[src/rtl/fifo_burst_reader.sv]
// fifo_burst_reader: read-side master for the synchronous FIFO.
// On start it drains exactly burst_len words from the FIFO read port.
// It absorbs the FIFO's one-cycle registered read latency in a 2-entry buffer.
// The words are re-emitted on a valid/ready stream, with m_last on the final word.
//
// Ports:
//   clk, reset          rising-edge clock, asynchronous active-high reset
//   start, burst_len    burst command, sampled only while idle
//   busy                high while a burst is in progress
//   done                one-cycle pulse after the final word transfers
//   fifo_rreq           FIFO read request (combinational)
//   fifo_empty          FIFO empty flag
//   fifo_rdata          FIFO read data, valid the cycle after a request
//   m_valid, m_data     stream word
//   m_last              marks the final word of the burst
//   m_ready             stream sink ready
module fifo_burst_reader #(
  parameter int unsigned WIDTH  = 8,
  parameter int unsigned LWIDTH = 8
) (
  input  logic              clk,
  input  logic              reset,
  input  logic              start,
  input  logic [LWIDTH-1:0] burst_len,
  output logic              busy,
  output logic              done,
  output logic              fifo_rreq,
  input  logic              fifo_empty,
  input  logic [WIDTH-1:0]  fifo_rdata,
  output logic              m_valid,
  output logic [WIDTH-1:0]  m_data,
  output logic              m_last,
  input  logic              m_ready
);

  typedef enum logic {
    IDLE = 1'b0,
    READ = 1'b1
  } state_t;

  state_t            state;
  logic [LWIDTH-1:0] req_left;
  logic [LWIDTH-1:0] out_left;
  logic [LWIDTH-1:0] out_left_nxt;
  logic              inflight;
  logic [WIDTH-1:0]  mem [2];
  logic              head;
  logic              tail;
  logic              head_nxt;
  logic [1:0]        occ;
  logic [1:0]        occ_nxt;
  logic [2:0]        occ_proj;
  logic              pop;
  logic              wr;
  logic              final_pop;

  // Stream handshake and buffer write strobe
  assign pop       = m_valid & m_ready;
  assign wr        = inflight;
  assign final_pop = pop && (out_left == LWIDTH'(1));

  // Occupancy the buffer will have once this cycle's write/pop land.
  // A request is only issued if its returning word will still find a free slot.
  assign occ_proj  = 3'(occ) + 3'(inflight) - 3'(pop);
  assign fifo_rreq = (state == READ) && (req_left != '0) && !fifo_empty
                     && (occ_proj < 3'd2);

  // Next-cycle buffer/counter view, used to register the stream outputs
  assign occ_nxt      = 2'(occ_proj);
  assign head_nxt     = head ^ pop;
  assign out_left_nxt = pop ? out_left - LWIDTH'(1) : out_left;

  // Control FSM, request/response tracking and registered stream outputs
  always_ff @(posedge clk or posedge reset) begin
    if (reset) begin
      state    <= IDLE;
      req_left <= '0;
      out_left <= '0;
      inflight <= 1'b0;
      mem[0]   <= '0;
      mem[1]   <= '0;
      head     <= 1'b0;
      tail     <= 1'b0;
      occ      <= 2'd0;
      busy     <= 1'b0;
      done     <= 1'b0;
      m_valid  <= 1'b0;
      m_data   <= '0;
      m_last   <= 1'b0;
    end else begin
      done     <= 1'b0;
      inflight <= fifo_rreq;
      if (fifo_rreq) begin
        req_left <= req_left - LWIDTH'(1);
      end
      if (wr) begin
        mem[tail] <= fifo_rdata;
        tail      <= ~tail;
      end
      head     <= head_nxt;
      occ      <= occ_nxt;
      out_left <= out_left_nxt;
      m_valid  <= (occ_nxt != 2'd0);
      m_last   <= (occ_nxt != 2'd0) && (out_left_nxt == LWIDTH'(1));
      // The new head may be the word being written this cycle
      if (occ_nxt != 2'd0) begin
        m_data <= (wr && (tail == head_nxt)) ? fifo_rdata : mem[head_nxt];
      end

      case (state)
        IDLE: begin
          if (start && (burst_len != '0)) begin
            state    <= READ;
            busy     <= 1'b1;
            req_left <= burst_len;
            out_left <= burst_len;
          end
        end
        READ: begin
          if (final_pop) begin
            state <= IDLE;
            busy  <= 1'b0;
            done  <= 1'b1;
          end
        end
        default: state <= IDLE;
      endcase
    end
  end

  // Returning FIFO data must never land in a full buffer
  assert property (@(posedge clk) disable iff (reset) !(wr && (occ == 2'd2)));

endmodule

[config.mk]
export PLATFORM = sky130hd
export DESIGN_NAME = fifo_burst_reader
export DESIGN_NICKNAME = d
export VERILOG_FILES = /design/src/rtl/fifo_burst_reader.sv
export SDC_FILE = /design/constraint.sdc
export NUM_CORES = 1
export LEC_CHECK = 0
export CORE_MARGIN = 5
export CORE_UTILIZATION = 58
export DETAILED_ROUTE_END_ITERATION = 6
export GPL_TIMING_DRIVEN = 1
export PLACE_DENSITY = 0.84
export SKIP_LAST_GASP = 1
export SYNTH_ARGS = -nofsm -noshare
export SYNTH_HDL_FRONTEND = slang
export SYNTH_SLANG_ARGS = --single-unit
[constraint.sdc]
create_clock -name clk -period 4.8 [get_ports clk]
set_input_delay 0.48 -clock clk [delete_from_list [all_inputs] [get_ports clk]]
set_output_delay 0.48 -clock clk [all_outputs]
set_load 0.02 [all_outputs]
# ---- Yosys cells after proc, flatten, opt, wreduce, memory -nomap -nowiden
# Index checks and enable logic that the tools add are counted.
dict set report classes {
  addsub 4
  n_lt_le_gt_ge 4
  reduce_logical 13
  muxes 21
  n_eq_ne 5
  bitwise 6
}
# op n
set op_table {}
lappend op_table {{8-bit 2-to-1 mux} 11}
lappend op_table {{16-bit bitwise mux} 1}
lappend op_table {{8-bit by 1-bit equality test with 1-bit output (second input constant)} 2}
lappend op_table {{8-bit nonzero test} 2}
lappend op_table {{8-bit by 1-bit subtractor with 8-bit output (second input constant)} 2}
lappend op_table {{8-bit demux with 1-bit select} 1}
lappend op_table {{1-bit logical AND} 8}
lappend op_table {{1-bit 2-to-1 mux} 6}
lappend op_table {{2-bit greater-or-equal comparator (second input constant)} 2}
lappend op_table {{1-bit inverter with 2-bit output} 2}
lappend op_table {{1-bit case mux with 2 select lines} 2}
lappend op_table {{2-bit by 1-bit adder with 3-bit output} 1}
lappend op_table {{3-bit by 2-bit < comparator with 1-bit output (second input constant)} 1}
lappend op_table {{3-bit by 1-bit subtractor with 3-bit output} 1}
lappend op_table {{2-bit by 1-bit < comparator with 1-bit output (second input constant)} 1}
lappend op_table {{2-bit by 1-bit != test with 1-bit output (second input constant)} 1}
lappend op_table {{2-bit != test (second input constant)} 1}
lappend op_table {{1-bit inverter} 2}
lappend op_table {{2-bit AND reduction} 1}
lappend op_table {{2-bit nonzero test} 1}
lappend op_table {{1-bit bitwise AND} 1}
lappend op_table {{1-bit equality test} 1}
lappend op_table {{1-bit logical NOT} 1}
lappend op_table {{1-bit XOR} 1}
dict set report word_totals {
  output_inout_bits 13
  in_bits 21
  ff_bits 50
}

# ---- Logic depth before layout (Yosys ltp)
dict set report depth {
  depth_word 7
  mapped_depth 11
}

# ---- Worst setup path after synthesis
# Ideal clock, no wire load.
dict set report synth_path {
  path_type {reg-to-reg}
  startpoint {register m_valid}
  endpoint {register req_left[4]}
  t_required_ps 4663
  stages_incl_launch_ff 12
  arrival_time_ps 2712
  period_less_slack_ps 2849
  setup_ps 137
  path_slack_ps 1951
  n_path_buf 0
  cell_sequence {dfrtp_1 nand2_1 inv_1 ha_1 inv_1 ha_1 fa_1 xnor2_1 or4b_1 nor4_1 xnor2_1 a21oi_1}
}
dict set report synth_between {
  elab_chain_len 7
}
# item line
set synth_lines {}
lappend synth_lines {{start, declared} 30} ;# output logic m_valid,
lappend synth_lines {{start signal, assigned} 103} ;# m_valid <= (occ_nxt != 2'd0);
lappend synth_lines {{1-bit bitwise AND (*)} 58} ;# assign pop = m_valid & m_ready;
lappend synth_lines {{3-bit by 1-bit subtractor with 3-bit output (*)} 64} ;# assign occ_proj = 3'(occ) + 3'(inflight) - 3'(pop);
lappend synth_lines {{3-bit by 2-bit < comparator with 1-bit output (*)} 66} ;# && (occ_proj < 3'd2);
lappend synth_lines {{1-bit logical AND (*)} 66}
lappend synth_lines {{8-bit 2-to-1 mux (*)} 93} ;# if (fifo_rreq) begin
lappend synth_lines {{8-bit 2-to-1 mux} 112} ;# if (start && (burst_len != '0)) begin
lappend synth_lines {{8-bit 2-to-1 mux (*)} 110} ;# case (state)
lappend synth_lines {{end signal, assigned} 94} ;# req_left <= req_left - LWIDTH'(1);
lappend synth_lines {{end signal, assigned} 115} ;# req_left <= burst_len;
lappend synth_lines {{end, declared} 42} ;# logic [LWIDTH-1:0] req_left;
# Mark *: on every way between the ends. The rest lies on a longest branch, timed or not.
# A chain may end at the register's enable or synchronous reset.

# ---- Final worst setup path
dict set report layout_path {
  startpoint {input port m_ready}
  endpoint {output port fifo_rreq}
}
dict set report layout_between {
  elab_chain_len 4
}
# item line
set layout_lines {}
lappend layout_lines {{start, declared} 33} ;# input logic m_ready
lappend layout_lines {{1-bit bitwise AND} 58}
lappend layout_lines {{3-bit by 1-bit subtractor with 3-bit output} 64}
lappend layout_lines {{3-bit by 2-bit < comparator with 1-bit output} 66}
lappend layout_lines {{1-bit logical AND} 66}
lappend layout_lines {{end, declared} 27} ;# output logic fifo_rreq,
# No other way between the ends.

==> metrics.yaml <==
setup_path:
  cp_top_family: "buffers and inverters"
  crit_path_start_kind: "primary input"
  cp_slowest_cell: "clkdlybuf4s50_1"
  critPathCaptureType: "primary output"
  cp.arrival_ns: 3.58
  path_class: "in -> out"
  path_buf_inv: 4
  cp.required_ns: 4.32
  cp_cell_sequence: "clkdlybuf4s50_1, nand2_1, inv_1, ha_1, inv_1, ha_1, fa_1, xnor2_1, nor3_1, and2_4, clkdlybuf4s50_1"
  path_max_fanout: 5
  slowest_delay_ns: 0.61
logic_synthesis:
  synth-seq-cells: 50
  synth_edf_count: 0
  yosysWarnings: 0
  synth_nets: 232
  synthDistinctLibCells: 39
  synthTopCellsByArea: "dfrtp_1, mux2_2, o221a_2"
  yosysTopAreaCell: "dfrtp_1"
  yosysSeqAreaShare_pct: 52.49
  syn_inst: 204
  async_reset_ff_share_pct: 100.0
  syn_area_mm2: 0.002384
  netlist.area_leader.share_pct: 52.49
  synthFlopType: "dfrtp_1"
  syn_avg_cell_area_um2: 11.68
timing:
  timing.final.ws_setup_ns: 0.7420
  setup-tns-final_ns: 0
  clock_skew_ns: 0.004665
  timing.final.crit_share_pct: 84.54
  drv_slew: 0
  finalHoldViolations: 0
  tightest_slew_ns: 1.008
  finalCriticalPeriod_ns: 4.058
  finalSetupViolations: 0
  relSlewSlack_pct: 32.72
  rsz0062_at_grt: "false"
  fmax_mhz: 246.4
final_layout:
  nFillCells: 292
  final_cell_mix: "dfrtp_1, clkdlybuf4s50_1, mux2_2, a21oi_1, nor2_1"
  antenna_cells: 0
  drive_gt1_share_pct: 16.74
  multi_input_area_mm2: 0.001060
  final_common_cell: "dfrtp_1"
  final-seq-area_mm2: 0.001251
  layout.nets: 266
  syn_to_final_growth_pct: 19.32
grt:
  grt_pass1_vias: 1670
  grt_max_degree: 51
  track_usage_pct: 18.52
  antenna_found_initial: 0
  grt_pass1_wl_mm: 7.679
  grt_overflow: 0
clock_network:
  clk-insertion-delay-late_ns: 0.30
  cts_num_sinks: 50
  cts-hold-fix-buffers: 0
  clockRootBuffer: "clkbuf_8"
  path_clk_slew_ns: 0.09
  cts_tree: "yes"
  cts_buffers: 5
  postCtsResizedCells: 0
  htree_levels: 2
  clock_path_buffers: 2
  post-cts-setup-buffers: 0
power_and_ir_drop:
  ir_worst_vdd_uv: 480.1
  p_sw_uw: 695.7
  pwr-share-comb_pct: 46.4
  sw_frac_of_total_pct: 36.15
  p_leak_uw: 0.001228
  power_density_mw_per_mm2: 676.6
  internal-power_uw: 1229
  clkPwrFrac_pct: 13.1
  power_frac_seq_pct: 40.5
routing:
  drtIter0Drc: 163
  viasPerCell: 5.647
  num_vias: 1632
  detail-route-antenna-nets: 0
  drtPass1Iterations: 4
  detail_route.drc_violations: 0
  avgRoutedWirePerCell_um: 16.00
  wl_mm: 4.623
floorplan:
  core-area_mm2: 0.004000
  start_util_pct: 59.59
  io_pins: 34
  die_area_mm2: 0.005492
  die_h_um: 74.11
  chipWidth_um: 74.11
  fp-row-count: 23
placement:
  place_congestion: 0.8881
  port_buffers: 33
  hpwl_mm: 3.270
  dp_slack_ns: 0.7456
status:
  status: "finished clean"
job:
  maxCapViolations: 0
min_path:
  hold_path.class: "reg -> reg"
[kinds of logic (layout without fill, tap and decap cells)]
logic type / after synthesis / after routing / share of synthesized area [%]
buffers and inverters: 18 / 53 / 3.044
AND/OR/NAND/NOR: 59 / 59 / 13.91
XOR/XNOR: 17 / 17 / 6.877
multiplexers: 25 / 25 / 11.55
adder cells (fa/ha/maj): 7 / 7 / 3.989
AO/OA/AOI/OAI: 28 / 28 / 8.137
flip-flops: 50 / 50 / 52.49
[power by group through the flow]
stage	combinational [uW]	clock, uW	sequential, uW
floorplan	633	0	803
global placement	873	0	777
detailed placement	903	0	782
CTS	902	257	777
global route	987	276	806
finish	893	252	779
[stage by stage]
stage | total power, uW | instance area [um^2] | hold slack (ns) | util [%] | instances
floorplan | 1436 | 2384 | 0.4543 | - | 204
finish | 1924 | 2844 | 0.4938 | 71.10 | 289
CTS | 1936 | 2844 | 0.5043 | 71.10 | 289
global placement | 1650 | 2749 | 0.4677 | 68.72 | 281
detailed placement | 1685 | 2749 | 0.4878 | 68.72 | 281
global route | 2069 | 2844 | 0.5204 | 71.10 | 289
[synth_stat cells, drive strengths merged, types with 8 or more instances]
cell and n:
dfrtp 50, mux2 17, a21oi 16, nor2 14, inv 12, nand3 11, xnor2 9, mux2i 8
o221a 8, xor2 8
[flip-flops by register name, indices dropped and copies added (netlist names)]
name	count
busy	1
done	1
head	1
inflight	1
m_data	8
m_last	1
m_valid	1
mem	16
occ	2
out_left	8
req_left	8
state	1
tail	1
[path summary, 6_finish.rpt]
kind / start / endpoint / slack [ns] / cells past startpoint
max: m_ready / fifo_rreq / 0.74 / 11
min: tail$_DFFE_PP0P_ / tail$_DFFE_PP0P_ / 0.49 / 1
max reg2reg: m_valid$_DFF_PP0_ / req_left[4]$_DFF_PP0_ / 1.79 / 11
min reg2reg: tail$_DFFE_PP0P_ / tail$_DFFE_PP0P_ / 0.49 / 1
max in group asynchronous: reset / out_left[4]$_DFF_PP0_ / 3.44 / 2
min in group asynchronous: reset / req_left[7]$_DFF_PP0_ / 0.74 / 2
[metal layers]
| metal | routed length [um] | track usage [%] |
|---|---|---|
| met3 | 202 | 3.784 |
| met5 | 0 | 0 |
| met2 | 2204 | 29.92 |
| met1 | 2142 | 25.00 |
| met4 | 74 | 6.439 |
[area by class of cell]
type | count | share of cell area (%)
multi-input combinational | 136 | 37.26
timing repair buffer | 33 | 11.61
tap | 50 | 2.200
clock inverter | 2 | 0.4399
sequential | 50 | 43.99
clock buffer | 6 | 2.904
inverter | 12 | 1.584
[worst reg2reg max path: cells and delay by family, from the launching register on]
family | cells | cell delay [ns]
fa+ha+maj | 3 | 0.85
compound gates | 1 | 0.09
buf+inv | 2 | 0.16
xor+xnor | 2 | 0.31
simple gates | 3 | 1.04
flops | 1 | 0.42
(Power assumes the default switching activity.)
